$ cat src/rtl/ps2_kbd_pkg.sv
// Shared constants, state encoding and output field layout
// for the PS/2 keyboard controller.
package ps2_kbd_pkg;

  localparam logic [7:0] B_E0 = 8'hE0;
  localparam logic [7:0] B_F0 = 8'hF0;
  localparam logic [7:0] B_E1 = 8'hE1;
  localparam logic [7:0] B_AA = 8'hAA;
  localparam logic [7:0] B_FA = 8'hFA;
  localparam logic [7:0] B_FE = 8'hFE;
  localparam logic [7:0] B_00 = 8'h00;
  localparam logic [7:0] B_FF = 8'hFF;
  localparam logic [7:0] B_12 = 8'h12;
  localparam logic [7:0] B_59 = 8'h59;

  localparam int EVT_W = 10;

  localparam int CODE_LSB = 0;
  localparam int EXT_BIT  = 8;
  localparam int BRK_BIT  = 9;
  localparam int CNT_LSB  = 10;
  localparam int OVF_BIT  = 14;
  localparam int VLD_BIT  = 15;

  typedef enum logic [2:0] {
    S_IDLE,
    S_PFX_E0,
    S_PFX_F0,
    S_PFX_E0F0,
    S_PAUSE
  } kbd_state_e;

endpackage

$ cat src/rtl/ps2_kbd_ctrl_fifo.sv
// Small key-event queue with modulo-DEPTH pointers.
// A push while full is accepted only alongside a pop.
module kbd_event_fifo
  import ps2_kbd_pkg::*;
#(
  parameter int DEPTH = 8
) (
  input  logic             clk,
  input  logic             rst,
  input  logic             push,
  input  logic             pop,
  input  logic             clr,
  input  logic [EVT_W-1:0] din,
  output logic [EVT_W-1:0] head,
  output logic [3:0]       count,
  output logic             full,
  output logic             empty
);

  localparam int PW = (DEPTH > 1) ? $clog2(DEPTH) : 1;
  localparam logic [PW-1:0] LAST = PW'(DEPTH - 1);

  logic [EVT_W-1:0] mem [DEPTH];
  logic [PW-1:0]    wr_ptr;
  logic [PW-1:0]    rd_ptr;
  logic             do_push;
  logic             do_pop;

  assign full    = (count == 4'(DEPTH));
  assign empty   = (count == 4'd0);
  assign do_pop  = pop && !empty && !clr;
  assign do_push = push && !clr && (!full || do_pop);
  assign head    = mem[rd_ptr];

  // Storage array; written only on an accepted push.
  always_ff @(posedge clk) begin
    if (do_push) mem[wr_ptr] <= din;
  end

  // Pointer and occupancy bookkeeping, with explicit wrap at DEPTH.
  always_ff @(posedge clk) begin
    if (rst || clr) begin
      wr_ptr <= '0;
      rd_ptr <= '0;
      count  <= 4'd0;
    end else begin
      if (do_push)
        wr_ptr <= (wr_ptr == LAST) ? '0 : wr_ptr + 1'b1;
      if (do_pop)
        rd_ptr <= (rd_ptr == LAST) ? '0 : rd_ptr + 1'b1;
      count <= count + 4'(do_push) - 4'(do_pop);
    end
  end

endmodule

$ cat src/rtl/ps2_kbd_ctrl.sv
// PS/2 scan-code decoder: folds prefix sequences into single
// {break, extended, code} events and queues them for the CPU.
module ps2_kbd_ctrl
  import ps2_kbd_pkg::*;
#(
  parameter int DEPTH       = 8,
  parameter bit MASK_REPEAT = 1'b1
) (
  input  logic        clk,
  input  logic        rst,
  input  logic        rx_valid,
  input  logic [7:0]  rx_byte,
  input  logic        sel,
  input  logic        clr,
  output logic [15:0] data_out,
  output logic        irq
);

  kbd_state_e       state;
  kbd_state_e       state_nxt;
  logic [2:0]       skip;
  logic [2:0]       skip_nxt;
  logic             last_vld;
  logic [8:0]       last_key;
  logic             sel_q;
  logic             ovf;

  logic             raw_push;
  logic [EVT_W-1:0] raw_evt;
  logic             is_make;
  logic             key_hit;
  logic             evt_push;
  logic             pop_req;

  logic [EVT_W-1:0] head;
  logic [3:0]       count;
  logic             full;
  logic             empty;

  // Byte decode: next state and the event a byte completes, if any.
  always_comb begin
    state_nxt = state;
    skip_nxt  = skip;
    raw_push  = 1'b0;
    raw_evt   = '0;
    if (rx_valid) begin
      unique case (state)
        S_IDLE: begin
          if (rx_byte == B_E0) begin
            state_nxt = S_PFX_E0;
          end else if (rx_byte == B_F0) begin
            state_nxt = S_PFX_F0;
          end else if (rx_byte == B_E1) begin
            state_nxt = S_PAUSE;
            skip_nxt  = 3'd7;
          end else if (rx_byte == B_00 || rx_byte == B_AA ||
                       rx_byte == B_FA || rx_byte == B_FE ||
                       rx_byte == B_FF) begin
            state_nxt = S_IDLE;
          end else begin
            raw_push = 1'b1;
            raw_evt  = {1'b0, 1'b0, rx_byte};
          end
        end
        S_PFX_E0: begin
          if (rx_byte == B_F0) begin
            state_nxt = S_PFX_E0F0;
          end else begin
            state_nxt = S_IDLE;
            if (rx_byte != B_12 && rx_byte != B_59) begin
              raw_push = 1'b1;
              raw_evt  = {1'b0, 1'b1, rx_byte};
            end
          end
        end
        S_PFX_F0: begin
          state_nxt = S_IDLE;
          raw_push  = 1'b1;
          raw_evt   = {1'b1, 1'b0, rx_byte};
        end
        S_PFX_E0F0: begin
          state_nxt = S_IDLE;
          if (rx_byte != B_12 && rx_byte != B_59) begin
            raw_push = 1'b1;
            raw_evt  = {1'b1, 1'b1, rx_byte};
          end
        end
        S_PAUSE: begin
          if (skip == 3'd1) begin
            state_nxt = S_IDLE;
            skip_nxt  = 3'd0;
            raw_push  = 1'b1;
            raw_evt   = {1'b0, 1'b1, B_E1};
          end else begin
            skip_nxt = skip - 3'd1;
          end
        end
        default: state_nxt = S_IDLE;
      endcase
    end
  end

  assign is_make  = !raw_evt[BRK_BIT];
  assign key_hit  = last_vld && (last_key == raw_evt[8:0]);
  assign evt_push = raw_push && !(MASK_REPEAT && is_make && key_hit);
  assign pop_req  = sel && !sel_q;

  // Decoder state, repeat-mask memory, sel edge and sticky overflow.
  always_ff @(posedge clk) begin
    if (rst) begin
      state    <= S_IDLE;
      skip     <= 3'd0;
      last_vld <= 1'b0;
      last_key <= '0;
      sel_q    <= 1'b0;
      ovf      <= 1'b0;
    end else begin
      state <= state_nxt;
      skip  <= skip_nxt;
      sel_q <= sel;
      if (evt_push && is_make) begin
        last_vld <= 1'b1;
        last_key <= raw_evt[8:0];
      end else if (raw_push && !is_make && key_hit) begin
        last_vld <= 1'b0;
      end
      if (clr)
        ovf <= 1'b0;
      else if (evt_push && full && !pop_req)
        ovf <= 1'b1;
    end
  end

  kbd_event_fifo #(
    .DEPTH (DEPTH)
  ) u_fifo (
    .clk   (clk),
    .rst   (rst),
    .push  (evt_push),
    .pop   (pop_req),
    .clr   (clr),
    .din   (raw_evt),
    .head  (head),
    .count (count),
    .full  (full),
    .empty (empty)
  );

  assign data_out = {!empty, ovf, count,
                     empty ? {EVT_W{1'b0}} : head};
  assign irq      = !empty;

endmodule
$ cat config.mk
export PLATFORM = sky130hd
export DESIGN_NAME = ps2_kbd_ctrl
export DESIGN_NICKNAME = d
export VERILOG_FILES = /design/src/rtl/ps2_kbd_pkg.sv /design/src/rtl/ps2_kbd_ctrl_fifo.sv /design/src/rtl/ps2_kbd_ctrl.sv
export SDC_FILE = /design/constraint.sdc
export NUM_CORES = 1
export LEC_CHECK = 0
export CORE_MARGIN = 2
export CORE_UTILIZATION = 53
export CTS_CLUSTER_SIZE = 28
export DETAILED_ROUTE_END_ITERATION = 10
export GPL_ROUTABILITY_DRIVEN = 1
export PLACE_DENSITY = 0.72
export SYNTH_ARGS = -nofsm -noshare
export SYNTH_HDL_FRONTEND = slang
export SYNTH_SLANG_ARGS = --single-unit
$ cat constraint.sdc
create_clock -name clk -period 4.1 [get_ports clk]
set_input_delay 0.41 -clock clk [delete_from_list [all_inputs] [get_ports clk]]
set_output_delay 0.41 -clock clk [all_outputs]
set_load 0.02 [all_outputs]
Word-level counts from Yosys, hierarchy flattened. Memories as Yosys holds them, arrays and structs flattened. A register that Yosys moved wholly into a read port is not among the register bits. Index checks and enable logic that the tools add are counted.

Bits in registers: 28. RAM bits: 80. Output and inout bits: 17. Word-level logic and storage cells: 113. Memories: 1.

$add $sub $neg: 5. Equal/unequal tests: 23. Mux-type cells: 40. Reductions and logical operators: 35.

Memories: u_fifo.mem (words 8, bits a word 10, read ports 1, clocked after Yosys merged registers in 1, wr ports 1, line ps2_kbd_ctrl_fifo.sv:23) `logic [EVT_W-1:0] mem [DEPTH];`.

Operator list (count): equality test 8 bit (second input constant) (7); one-hot mux 10 bit (5 select lines) (1); two-way mux 3 bit (13); two-way mux 8 bit (4); two-way mux 10 bit (3); two-way mux 9 bit (3); logical AND 1 bit (14); two-way mux 1 bit (12); equality test 3 bit (second input constant) (3); equality test 9 bit (1); one-hot mux 3 bit (3 select lines) (1); zero test 8 bit (1); inequality test 2 bit (second input constant) (4); inequality test 8 x 5 -> 1 bit (second input constant) (1); inequality test 8 x 7 -> 1 bit (second input constant) (1); zero test 1 bit (7); adder 3 x 1 -> 3 bit (second input constant) (2); equality test 3 x 1 -> 1 bit (second input constant) (2); equality test 3 x 2 -> 1 bit (second input constant) (2); logical OR 1 bit (6); one-hot mux 3 bit (2 select lines) (1); inequality test 5 bit (second input constant) (1); one-hot mux 1 bit (5 select lines) (1); AND reduction 5 bit (1); 10 further kinds (11).

Depth between registers and ports, before layout.
Depth in word-level cells: 20. Mapped depth: 15. Mapped depth without buffers: 15.

Cells and area by module. Synthesis repeated with hierarchy kept, for this count alone.

Cells, all modules: 409. Area, all modules: 5456.5 um^2.

By module, submodules not included: kbd_event_fifo (times used 1, cells each 202, area each 3828.7 um^2); ps2_kbd_ctrl (times used 1, cells each 207, area each 1627.8 um^2).

Worst setup path after synthesis. Ideal clock, no wire load.

Path kind: input to register. From: in rx_byte[3]. To: mem u_fifo.mem[2][0], enable pin. Library setup time: 0.407 ns. Data arrival time: 3.306 ns. Setup slack: 0.386 ns. Stages on the path: 9. Path buffers: 1. Cells stage by stage: buf_6 or4_1 o21a_1 and3_4 nor4_4 a2111oi_2 a41oi_2 nand2_2 nor4b_1.

Cells in the longest elaborated chain, start to end: 20.

RTL lines: start, declared (line ps2_kbd_ctrl.sv:12) `input logic [7:0] rx_byte,`; equality test 8 bit or zero test 8 bit (tied branches) (line ps2_kbd_ctrl.sv:56) `end else if (rx_byte == B_00 || rx_byte == B_AA ||`; logical OR 1 bit (2 in series) (line ps2_kbd_ctrl.sv:56); logical OR 1 bit (2 in series) (line ps2_kbd_ctrl.sv:57) `rx_byte == B_FA || rx_byte == B_FE ||`; two-way mux 8 bit (line ps2_kbd_ctrl.sv:56); two-way mux 8 bit (line ps2_kbd_ctrl.sv:53) `end else if (rx_byte == B_E1) begin`; two-way mux 8 bit (line ps2_kbd_ctrl.sv:51) `end else if (rx_byte == B_F0) begin`; two-way mux 8 bit (line ps2_kbd_ctrl.sv:49) `if (rx_byte == B_E0) begin`; one-hot mux 10 bit (5 select lines) (line ps2_kbd_ctrl.sv:47) `unique case (state)`; two-way mux 10 bit (line ps2_kbd_ctrl.sv:46) `if (rx_valid) begin`; equality test 9 bit (line ps2_kbd_ctrl.sv:104) `assign key_hit = last_vld && (last_key == raw_evt[8:0]);`; logical AND 1 bit (line ps2_kbd_ctrl.sv:104); logical AND 1 bit (line ps2_kbd_ctrl.sv:105) `assign evt_push = raw_push && !(MASK_REPEAT && is_make && key_hit);`; zero test 1 bit (line ps2_kbd_ctrl.sv:105); logical AND 1 bit (*) (line ps2_kbd_ctrl.sv:105); logical AND 1 bit (*) (2 in series) (line ps2_kbd_ctrl_fifo.sv:32) `assign do_push = push && !clr && (!full || do_pop);`; two-way mux 1 bit (*) (line ps2_kbd_ctrl_fifo.sv:37) `if (do_push) mem[wr_ptr] <= din;`; two-way mux 1 bit (implied by the code) (*) (line ps2_kbd_ctrl_fifo.sv:37); end, declared (line ps2_kbd_ctrl_fifo.sv:23).

Every way passes the cells marked *; elsewhere a longest branch is shown, timed or not.

Worst setup path after layout.
From: in rx_byte[0]. To: reg u_fifo.count[3].

Cells in the longest elaborated chain, start to end: 20.

RTL lines: equality test 8 bit or zero test 8 bit (tied branches) (line ps2_kbd_ctrl.sv:56); logical OR 1 bit (2 in series) (line ps2_kbd_ctrl.sv:56); logical OR 1 bit (2 in series) (line ps2_kbd_ctrl.sv:57); two-way mux 8 bit (line ps2_kbd_ctrl.sv:56); two-way mux 8 bit (line ps2_kbd_ctrl.sv:53); two-way mux 8 bit (line ps2_kbd_ctrl.sv:51); two-way mux 8 bit (line ps2_kbd_ctrl.sv:49); one-hot mux 10 bit (5 select lines) (line ps2_kbd_ctrl.sv:47); [... 2 more ...]; logical AND 1 bit (line ps2_kbd_ctrl.sv:104); logical AND 1 bit (line ps2_kbd_ctrl.sv:105); zero test 1 bit (line ps2_kbd_ctrl.sv:105); logical AND 1 bit (*) (line ps2_kbd_ctrl.sv:105); logical AND 1 bit (*) (2 in series) (line ps2_kbd_ctrl_fifo.sv:32); named net u_fifo.do_push (line ps2_kbd_ctrl_fifo.sv:26) `logic do_push;`; adder 4 x 1 -> 4 bit (*) (line ps2_kbd_ctrl_fifo.sv:51) `count <= count + 4'(do_push) - 4'(do_pop);`; subtractor 4 x 1 -> 4 bit (*) (line ps2_kbd_ctrl_fifo.sv:51); end signal, assigned (line ps2_kbd_ctrl_fifo.sv:51); end, declared (line ps2_kbd_ctrl_fifo.sv:15) `output logic [3:0] count,`.

Mark *: on every way through the listed nets, which the timed path passes. The rest lies on a longest branch. A chain may end at the register's enable or synchronous reset.

==> flow_summary.toml <==
[clock_tree]
postCtsSetupBuffers = 0
ctsResizeCount = 0
clk_pin_slew_ps = 100
cts_tree = "yes"
cts_max_level = 3
cts_max_path_buffers = 2
clock_sinks = 111
clk_latency_ps = 380
cts-root-buf = "clkbuf_8"
cts_buffers = 9
hold_buffers = 0

[finish]
mostFrequentLayoutCells = "edfxtp_1 (80), nor2_1 (40), dfxtp_1 (31), clkdlybuf4s50_1 (29), buf_4 (24)"
n_antenna_cell = 0
nets = 466
syn_to_final_growth_pct = 13.1
final_common_cell = "edfxtp_1"
fin_util_pct = 60.9
final_cells = 578
layout-drive-gt1-share_pct = 17.8

[detailed_routing]
drt-pass1-iter-count = 5
detail_route.iter0.violations = 228
drc = 0
vias_per_cell = 5.83
vias = 3368
drt_wl_total_um = 10800
final_antenna_net_count = 0
wl_per_cell_um = 18.8

[synthesis]
synthCells = 403
synth.largest_area_cell = "edfxtp_1"
synth.distinct_cells = 70
syn-num-nets = 429
yosysWarnings = 0
syn_area_um2 = 5190
syn_avg_cell_area_um2 = 12.9
ys_seq_elements = 111
synth_area_leaders = "edfxtp_1 (46%), dfxtp_1 (12%), mux4_2 (8.7%)"
synth_edf_count = 80
ys_seq_area_share_pct = 58.2
synth_top_area_share_pct = 46.3
ys.flop_type = "edfxtp_1"
async_reset_ff_share_pct = 0

[pwr]
switching_share_pct = 24.8
switchingPower_mw = 0.503
power.total_mw = 2.03
p_leak_nw = 1.96
seqPwrFrac_pct = 60.4
power_frac_clock_pct = 29.4
power_density_nw_per_um2 = 346
ir_worst_vdd_uv = 160
p_comb_share_pct = 10.1
p_int_mw = 1.53

[sta]
slew_headroom_pct = 36.3
finClkSkew_ps = 7.04
fmax_mhz = 280
final.period_utilization_pct = 87.1
worst_slew_pin_slew_ps = 955
fin_crit_ps = 3570
grt_setup_unrepaired = "no"
final_max_slew_viol_count = 0
setup-tns-final_ps = 0
setup_viol = 0
fin_ws_ps = 529
hold_viol_final = 0

[floorplanning]
die-area_um2 = 10600
die_x_um = 103
start_util_pct = 53.8
fp.dieH_um = 103
core_area_um2 = 9640
pin_count = 30
rows = 36

[placed_design]
place_hpwl_um = 7590
dp_cells = 562
pre_cts_ws_ps = 114
io_buffer_count = 29
gp_congestion = 0.864

[worst_setup_path]
start_kind = "primary input"
r2r_cells = 15
path_class = "in2reg"
path_max_fanout = 8
required_ps = 4380
rrSetupSlack_ps = 760
r2r-end = "u_fifo.count[3]$_SDFF_PP0_"
end_kind = "register"
cp.arrival_ps = 3850
regToRegStartpoint = "skip[0]$_SDFFE_PP0P_"

[worst_hold_path]
hold_end = "ovf$_SDFFE_PP0P_"
hp-class = "reg2reg"
hold_start = "ovf$_SDFFE_PP0P_"
hold_path_depth = 2

[grt]
grt_pass1_vias = 3373
grt_max_degree = 21
grt_usage_pct = 21.6
antenna_found_initial = 0
grt_first_pass_wirelength_um = 16800
grt.overflow.total = 0

[job]
cap_violations = 0

[status]
outcome = "complete, no violations"
==> critical path, cell delays in order <==
cell and delay [ps]:
clkdlybuf4s50_1 570, and4b_1 300, o211ai_1 260, and3_1 370, o211ai_2 150, a2111oi_2 470, a41oi_2 200, buf_4 190
nand2_2 140, inv_2 60, ha_1 200, a21o_1 160, a21oi_1 180, xnor2_1 140, nor2_1 50
==> kinds of logic after synthesis <==
family	count (synthesis)	synth area share [%]
and+or+nand+nor	127	13.5
DFF	111	58.2
AOI/OAI and AO/OA	68	8.97
buffers and inverters	48	4.32
muxes	31	10.8
adders and majority gates	13	3.28
xor gates and xnor gates	5	0.844
==> metal layers <==
| metal | GRT usage, % | share of wire [%] | vias up |
|---|---|---|---|
| li1 | - | - | 1597 |
| met1 | 27.5 | 42 | 1660 |
| met2 | 37.9 | 51 | 99 |
| met3 | 3.39 | 5.7 | 12 |
| met4 | 7.29 | 1.5 | 0 |
| met5 | 0 | 0 | - |
==> synthesized netlist by cell type, types with 2 or more instances <==
master    count
edfxtp_1     80
nor2_1       40
dfxtp_1      31
a21oi_1      21
inv_1        20
mux4_2       20
o21ai_0      16
nand2_1      14
nand3_1      14
clkbuf_1     13
ha_1         12
mux2i_1      11
nor3_1        7
nand4_1       6
and3_1        5
buf_2         5
buf_4         4
nor3b_1       4
nor4_1        4
a22oi_1       3
and2_1        3
and2_2        3
buf_6         3
nand3b_1      3
nor2b_1       3
o21ai_1       3
or3_1         3
xnor2_1       3
buf_1         2
nor4b_1       2
o211ai_1      2
o21a_1        2
o221ai_1      2
or4_1         2
xor2_1        2
==> sequential cells by signal (all words and copies together) (netlist names), named ones only <==
signal	count
skip	3
last_vld	1
last_key	9
sel_q	1
u_fifo.wr_ptr	3
u_fifo.mem	80
ovf	1
u_fifo.count	4
u_fifo.rd_ptr	3
state	3
==> how the worst max path moves through the flow <==
stage	slack (ps)	endpoint	cells past startpoint	start
finish	530	u_fifo.count[3]$_SDFF_PP0_	15	rx_byte[0]
global route	290	u_fifo.count[3]$_SDFF_PP0_	15	rx_byte[0]
CTS	510	u_fifo.count[3]$_SDFF_PP0_	15	rx_byte[0]
detailed placement	110	u_fifo.count[3]$_SDFF_PP0_	15	rx_byte[0]
global placement	150	u_fifo.count[3]$_SDFF_PP0_	15	rx_byte[0]
floorplan	390	u_fifo.mem[2][0]$_DFFE_PP_	9	rx_byte[3]
==> power by group through the flow <==
stage / clock network (mW) / registers (mW) / logic [mW]
floorplan: 0 / 1.25 / 0.126
CTS: 0.607 / 1.23 / 0.206
global placement: 0 / 1.25 / 0.201
global route: 0.646 / 1.23 / 0.225
finish: 0.598 / 1.23 / 0.206
detailed placement: 0 / 1.25 / 0.205
==> area by class of cell <==
| cell class | instances | area (um^2) |
|---|---|---|
| Clock inverter | 7 | 47.5 |
| Multi-Input combinational cell | 244 | 1960 |
| Clock buffer | 9 | 124 |
| Tap cell | 133 | 166 |
| Fill cell | 782 | 3770 |
| Sequential cell | 111 | 3020 |
| Timing Repair Buffer | 53 | 470 |
| Inverter | 21 | 78.8 |
==> stage by stage <==
stage / hold WS, ps / area, um^2
floorplan: 426 / 5190
global placement: 465 / 5700
detailed placement: 458 / 5700
CTS: 496 / 5870
global route: 533 / 5870
finish: 492 / 5870
(Power assumes the default switching activity.)
